File: config.mk
export PLATFORM = sky130hd
export DESIGN_NAME = pwm_core
export DESIGN_NICKNAME = d
export VERILOG_FILES = /design/src/rtl/pwm_core_pkg.sv /design/src/rtl/pwm_prescaler.sv /design/src/rtl/pwm_core.sv
export SDC_FILE = /design/constraint.sdc
export NUM_CORES = 1
export LEC_CHECK = 0
export ABC_AREA = 0
export BUFFER_PORTS_ARGS = -buffer_cell sky130_fd_sc_hd__buf_2
export CORE_MARGIN = 5
export CORE_UTILIZATION = 25
export CTS_BUF_LIST = sky130_fd_sc_hd__clkbuf_2
export CTS_CLUSTER_DIAMETER = 150
export DETAILED_ROUTE_END_ITERATION = 8
export GPL_TIMING_DRIVEN = 1
export PLACE_DENSITY_LB_ADDON = 0.15
export SLEW_MARGIN = 10
export SYNTH_ARGS = -nofsm -noshare
export SYNTH_HDL_FRONTEND = slang
export SYNTH_HIERARCHICAL = 1
export SYNTH_SLANG_ARGS = --single-unit
File: constraint.sdc
create_clock -name clk -period 6.21 [get_ports clk]
set_input_delay 0.621 -clock clk [delete_from_list [all_inputs] [get_ports clk]]
set_output_delay 0.621 -clock clk [all_outputs]
set_load 0.05 [all_outputs]
File: src/rtl/pwm_core_pkg.sv
// ---------------------------------------------------------------------------
// pwm_core_pkg
//   Shared definitions for the PWM block: CTRL / STATUS field positions and
//   the FSM state encoding. Also imported by the register interface and the
//   testbench so that all three agree on the word layout.
//
//   CTRL   : [0] EN, [1] POL, [7:4] PRESC, [DUTY_LSB +: CNT_WIDTH] DUTY,
//            [DUTY_LSB+CNT_WIDTH +: CNT_WIDTH] PERIOD (bits 3:2 ignored)
//   STATUS : [0] ACTIVE, [1] pwm_out, [2] UPD_PEND, [3] STOPPING,
//            [ST_CNT_LSB +: CNT_WIDTH] current counter value
// ---------------------------------------------------------------------------
package pwm_core_pkg;

    // CTRL word layout
    localparam int EN_BIT    = 0;
    localparam int POL_BIT   = 1;
    localparam int PRESC_LSB = 4;
    localparam int PRESC_W   = 4;
    localparam int DUTY_LSB  = 8;

    // STATUS word layout
    localparam int ST_ACTIVE_BIT = 0;
    localparam int ST_PWM_BIT    = 1;
    localparam int ST_UPD_BIT    = 2;
    localparam int ST_STOP_BIT   = 3;
    localparam int ST_CNT_LSB    = 16;

    // FSM encoding; the state is observable through STATUS:
    // IDLE = !ACTIVE, STOP = STOPPING, RUN = ACTIVE & !STOPPING.
    typedef enum logic [1:0] {
        ST_IDLE = 2'd0,
        ST_RUN  = 2'd1,
        ST_STOP = 2'd2
    } pwm_state_e;

    // PERIOD sits directly above DUTY, so its offset depends on counter width.
    function automatic int period_lsb(input int cnt_width);
        return DUTY_LSB + cnt_width;
    endfunction

endpackage

File: src/rtl/pwm_prescaler.sv
// ---------------------------------------------------------------------------
// pwm_prescaler
//   Clock divider for the PWM counter. presc_cnt counts 0..div and wraps;
//   tick is high for the one clock in which presc_cnt == div, i.e. once every
//   (div+1) clocks.
//
//   clk      in   system clock
//   reset_n  in   asynchronous active-low reset
//   clr      in   synchronous clear of presc_cnt (idle, start, shadow load)
//   div      in   divide value (shadowed PRESC)
//   tick     out  counter advance enable
// ---------------------------------------------------------------------------
module pwm_prescaler (
    input  logic       clk,
    input  logic       reset_n,
    input  logic       clr,
    input  logic [3:0] div,
    output logic       tick
);

    logic [3:0] presc_cnt;

    assign tick = (presc_cnt == div);

    always_ff @(posedge clk or negedge reset_n) begin
        if (!reset_n) begin
            presc_cnt <= '0;
        end else if (clr || tick) begin
            presc_cnt <= '0;
        end else begin
            presc_cnt <= presc_cnt + 4'd1;
        end
    end

endmodule

File: src/rtl/pwm_core.sv
// ---------------------------------------------------------------------------
// pwm_core
//   PWM generator behind the register interface. Period, duty, prescale and
//   polarity are captured into shadow registers on start and on every counter
//   wrap, so a CTRL write never produces a partial or glitched period.
//
//   clk          in   system clock
//   reset_n      in   asynchronous active-low reset
//   ctrl         in   live CTRL word
//   status       out  STATUS word (to register interface status_in)
//   pwm_out      out  registered PWM pin
//   period_tick  out  one-clock pulse after every counter wrap while active
//
//   Handshake: none. ctrl is a level-held register value, synchronous to clk;
//   status is a continuously valid level, no valid/ready involved.
// ---------------------------------------------------------------------------
module pwm_core
    import pwm_core_pkg::*;
#(
    parameter int DATA_WIDTH = 32,
    parameter int CNT_WIDTH  = 12
) (
    input  logic                  clk,
    input  logic                  reset_n,
    input  logic [DATA_WIDTH-1:0] ctrl,
    output logic [DATA_WIDTH-1:0] status,
    output logic                  pwm_out,
    output logic                  period_tick
);

    localparam int PERIOD_LSB = period_lsb(CNT_WIDTH);

    // Live CTRL fields
    logic                 ctrl_en;
    logic                 ctrl_pol;
    logic [PRESC_W-1:0]   ctrl_presc;
    logic [CNT_WIDTH-1:0] ctrl_duty;
    logic [CNT_WIDTH-1:0] ctrl_period;

    assign ctrl_en     = ctrl[EN_BIT];
    assign ctrl_pol    = ctrl[POL_BIT];
    assign ctrl_presc  = ctrl[PRESC_LSB +: PRESC_W];
    assign ctrl_duty   = ctrl[DUTY_LSB +: CNT_WIDTH];
    assign ctrl_period = ctrl[PERIOD_LSB +: CNT_WIDTH];

    logic unused_ctrl_bits;
    assign unused_ctrl_bits = ^ctrl[3:2];

    // State and shadows
    pwm_state_e           state;
    logic                 pol_sh;
    logic [PRESC_W-1:0]   presc_sh;
    logic [CNT_WIDTH-1:0] duty_sh;
    logic [CNT_WIDTH-1:0] period_sh;
    logic [CNT_WIDTH-1:0] cnt;

    logic active;
    logic tick;
    logic wrap;
    logic raw;
    logic load_sh;
    logic upd_pend;

    assign active = (state != ST_IDLE);
    assign wrap   = active && tick && (cnt == period_sh);
    assign raw    = (cnt < duty_sh);

    // Shadows load on start, and on any wrap that keeps the block running:
    // always in RUN (even if EN drops on the same edge), and in STOP only
    // when EN has come back. A STOP wrap with EN low ends in IDLE unloaded.
    assign load_sh = ((state == ST_IDLE) && ctrl_en) ||
                     (wrap && ((state == ST_RUN) || ctrl_en));

    assign upd_pend = active && ((ctrl_pol    != pol_sh)   ||
                                 (ctrl_presc  != presc_sh) ||
                                 (ctrl_duty   != duty_sh)  ||
                                 (ctrl_period != period_sh));

    // Prescaler held at 0 while idle so the first tick after start lands
    // exactly PRESC+1 clocks later; also restarted whenever shadows reload.
    pwm_prescaler u_prescaler (
        .clk     (clk),
        .reset_n (reset_n),
        .clr     (!active || load_sh),
        .div     (presc_sh),
        .tick    (tick)
    );

    // FSM
    always_ff @(posedge clk or negedge reset_n) begin
        if (!reset_n) begin
            state <= ST_IDLE;
        end else begin
            case (state)
                ST_IDLE: if (ctrl_en) state <= ST_RUN;
                ST_RUN:  if (!ctrl_en) state <= ST_STOP;
                ST_STOP: begin
                    if (ctrl_en)   state <= ST_RUN;
                    else if (wrap) state <= ST_IDLE;
                end
                default: state <= ST_IDLE;
            endcase
        end
    end

    // Shadow registers
    always_ff @(posedge clk or negedge reset_n) begin
        if (!reset_n) begin
            pol_sh    <= 1'b0;
            presc_sh  <= '0;
            duty_sh   <= '0;
            period_sh <= '0;
        end else if (load_sh) begin
            pol_sh    <= ctrl_pol;
            presc_sh  <= ctrl_presc;
            duty_sh   <= ctrl_duty;
            period_sh <= ctrl_period;
        end
    end

    // Period counter and registered outputs. pwm_out is computed from the
    // current cnt, so it trails cnt by one clock.
    always_ff @(posedge clk or negedge reset_n) begin
        if (!reset_n) begin
            cnt         <= '0;
            pwm_out     <= 1'b0;
            period_tick <= 1'b0;
        end else begin
            period_tick <= wrap;
            pwm_out     <= active ? (raw ^ pol_sh) : ctrl_pol;
            if (!active || wrap) begin
                cnt <= '0;
            end else if (tick) begin
                cnt <= cnt + 1'b1;
            end
        end
    end

    // STATUS packing
    always_comb begin
        status                            = '0;
        status[ST_ACTIVE_BIT]             = active;
        status[ST_PWM_BIT]                = pwm_out;
        status[ST_UPD_BIT]                = upd_pend;
        status[ST_STOP_BIT]               = (state == ST_STOP);
        status[ST_CNT_LSB +: CNT_WIDTH]   = cnt;
    end

endmodule
==> impl_summary.txt <==
----------------------------------------------------
[Clock network]
  Hold_buf cts ... 0
  Postcts setup bufs ... 0
  Library cell used as clock root buffer ... clkbuf_2
  Clock-pin slew reported for the worst setup and hold paths after clock tree synthesis ... about 0.25 ns
  Deepest clock path buffer count ... 2
  CTS-repair resized insts ... 0
  # clock sinks ... 49
  Clock tree from TritonCTS ... yes
  H-tree Lvls ... 2
  Total clock buffers created by CTS ... 5
  Clk Latency, worst-skew pair ... about 0.43 ns

[Route]
  DRT Wirelength ... about 6700 um
  Avg Vias per Cell ... 4.22
  Detailed-routing iteration count for the pre-antenna-repair pass ... 4
  Post-DR wirelength/cell ... 14.4 um
  Vias ... about 2000
  Antenna viol nets, final ... 0
  Post-route DRC violation count ... 0
  Violation count after the first detailed-route iteration ... 46

[Synthesis]
  Fraction of the yosys area taken by sequential cells ... 41.8%
  Ranking of synthesized cells by area ... dfrtp_1 42%, xnor2_1 12%, mux2_2 7.3%, ha_1 5.5%, xor2_1 5.4%
  Synth unique cells ... 30
  Top cell type's share of synthesized area ... 41.8%
  Cell taking the most area after synthesis ... dfrtp_1
  FF+latch count, synth ... 49
  Cell area after synthesis ... around 0.0029 mm^2
  Number of instances in the synthesized netlist ... 269
  Synthesized area per cell ... between 10 and 15 um^2
  Yosys Warn Count ... 6

[Floorplanning]
  Die width ... approximately 120 um
  Overall die area ... ~0.014 mm^2
  Count of boundary I/O pins ... slightly below 70
  Core box area ... 0.0115 mm^2
  Row count ... 39
  Height of the die ... approximately 120 um
  Starting Density ... roughly 26%

[STA]
  Achievable clock frequency ... 362 MHz
  Number of max-slew violations in the final report ... 0
  Hold violation count in the final report ... 0
  Setup repair after global routing missed its margin ... false
  Clock period minus final worst setup slack ... between 2 and 3 ns
  Finish-stage setup viols ... 0
  Worst-case headroom to the max-slew limit ... approximately 55%
  Worst-margin pin slew ... approximately 0.68 ns
  Setup skew after layout ... about 0.024 ns
  Fraction of the cycle the final worst path needs ... 44.5%
  Tightest hold margin ... between 0.2 and 0.25 ns
  Sum Neg Setup Slack ... 0 ns

[Setup path]
  Category of the worst setup path capture point ... flop
  Maximum fanout count along the critical path ... 29
  Critical path data required time ... 6.54 ns
  Kind of critical path ... flop to flop
  Worst setup SP type ... flop
  Arrival time at the worst endpoint ... 3.09 ns

[Placement]
  Half-perimeter wire length after detailed placement ... roughly 5200 um
  Port buffer count ... between 40 and 50
  Weighted congestion reported at the end of routability-driven placement ... between 0.7 and 0.8
  Number of cells in the design after placement ... 454

[Global routing]
  Initial antenna violation count ... 1
  Overall track demand over capacity in global routing ... 9.88%
  Number of global-route vias before repair ... 2058
  Wire length of the first global-routing pass ... between 10000 and 15000 um
  Maximum number of pins on one net before global-route repair ... 50
  Total global routing overflow ... 0

[Final layout]
  Area Growth Syn to Fin ... 13.1%
  Fraction of layout cells with a size suffix above 1 ... ~28%
  Layout Nets ... between 300 and 400
  Non-filler cells, final ... 463

[Power]
  Leakage dissipation ... 1.55 nW
  Power per unit of standard cell area ... roughly 270 mW/mm^2
  Worst VDD drop ... 0.000101 V

[Flow run]
  MaxCap Viol Count ... 0

[Min path]
  HP Class ... input port to asynchronous set/reset pin

[Run status]
  Run status ... finished, final reports clean

----------------------------------------------------
-- through the flow --
stage	setup WS, ns	util, %	power, mW	area, um^2
final	3.45	28.9	0.896	3320
after global routing	3.29	28.9	0.966	3320
after CTS	3.34	28.9	0.917	3310
after detailed placement	3.43	28.3	0.735	3250
after global placement	3.46	28.3	0.732	3250
after floorplan	3.73	-	0.672	2990
-- state kept, by name (all words and copies together), names as in the netlist --
name                   cells
pol_sh                     1
state                      2
presc_sh                   4
period_sh                 12
period_tick                1
duty_sh                   12
cnt                       12
pwm_out                    1
u_prescaler/presc_cnt      4
-- cells in the final DEF, fill, tap and decap left out, types with 2 or more instances in the layout --
cell type,n
dfrtp_1,49
buf_2,49
xnor2_1,40
nor2_1,20
mux2_2,19
xor2_1,18
conb_1,16
inv_1,13
ha_1,13
nand2_1,11
mux2_4,10
nand4_1,9
nand3_1,8
a21oi_1,6
clkbuf_2,6
nor3_1,5
o21ai_0,5
nor2b_1,2
nor4_1,2
nor3b_1,2
a31oi_1,2
a21o_1,2
and3_1,2
and4_1,2
buf_4,2
-- path summary, 6_finish.rpt --
kind	start	to	slack (ns)	cells past startpoint
max in group asynchronous	reset_n	u_prescaler/presc_cnt[2]	5.48	2
worst max-delay path	presc_sh[1]	duty_sh[5]	3.45	7
min in group clk	ctrl[0]	state[1]	0.33	2
worst min-delay path	reset_n	cnt[7]	0.25	2
worst min register to register	state[1]	state[0]	0.51	1
worst max register to register	presc_sh[1]	duty_sh[5]	3.45	7
-- layer usage --
metal | vias up | global-route usage (%) | share of wire (%)
li1 | 973 | - | -
met4 | 0 | 2.80 | 1.1
met5 | - | 0 | 0
met3 | 4 | 2.10 | 4.4
met2 | 44 | 16.4 | 47
met1 | 932 | 13.0 | 47
-- final cells by class --
type                            instances  area (um^2)
Fill cell                            1226         8150
Multi-Input combinational cell        198         1540
Sequential cell                        49         1230
Timing Repair Buffer                   51          260
Tap cell                              143          179
Inverter                               13         48.8
Clock inverter                          2         33.8
Clock buffer                            6         30.0
Antenna cell                            1         2.50
-- worst max-delay path: stages, from the launching register on --
cell	delay, ns
dfrtp_1	0.46
xor2_1	0.19
nor4_4	0.63
nand2_1	0.10
or4_4	0.49
a21o_1	0.20
buf_4	0.26
mux2_4	0.34
-- report_power, final --
part	internal (mW)	switching, mW	total (mW)
Sequential	0.373	0.0608	0.433
Combinational	0.136	0.151	0.288
Clock	0.0685	0.107	0.175
Total	0.577	0.319	0.896
-- cells by family after synthesis --
kind of cell | Yosys count | share of synthesized area [%]
AO/OA/AOI/OAI | 16 | 3.07
XOR/XNOR | 58 | 17.3
adder cells (fa/ha/maj) | 13 | 5.55
buffers and inverters | 37 | 7.73
flip-flops | 49 | 41.8
multiplexers | 30 | 12.8
other | 1 | 0.128
AND/OR/NAND/NOR | 65 | 11.6
-- cell usage after synthesis --
master / instances
nand2_1: 11
a21boi_0: 1
a21oi_1: 6
dfrtp_1: 49
mux2i_1: 1
nand3_1: 8
and4_1: 2
nor4_1: 2
inv_1: 13
buf_6: 2
mux2_4: 10
o21ai_0: 5
nor3_1: 5
and3_1: 2
nor4_4: 1
ha_1: 13
mux2_2: 19
a31oi_1: 2
a21o_1: 2
nor2_1: 20
nor3b_1: 2
conb_1: 1
nand4_1: 9
or4_4: 1
xnor2_1: 40
xor2_1: 18
buf_4: 19
buf_2: 1
clkbuf_1: 2
nor2b_1: 2
Note: power is estimated with default switching activity, not from simulation.
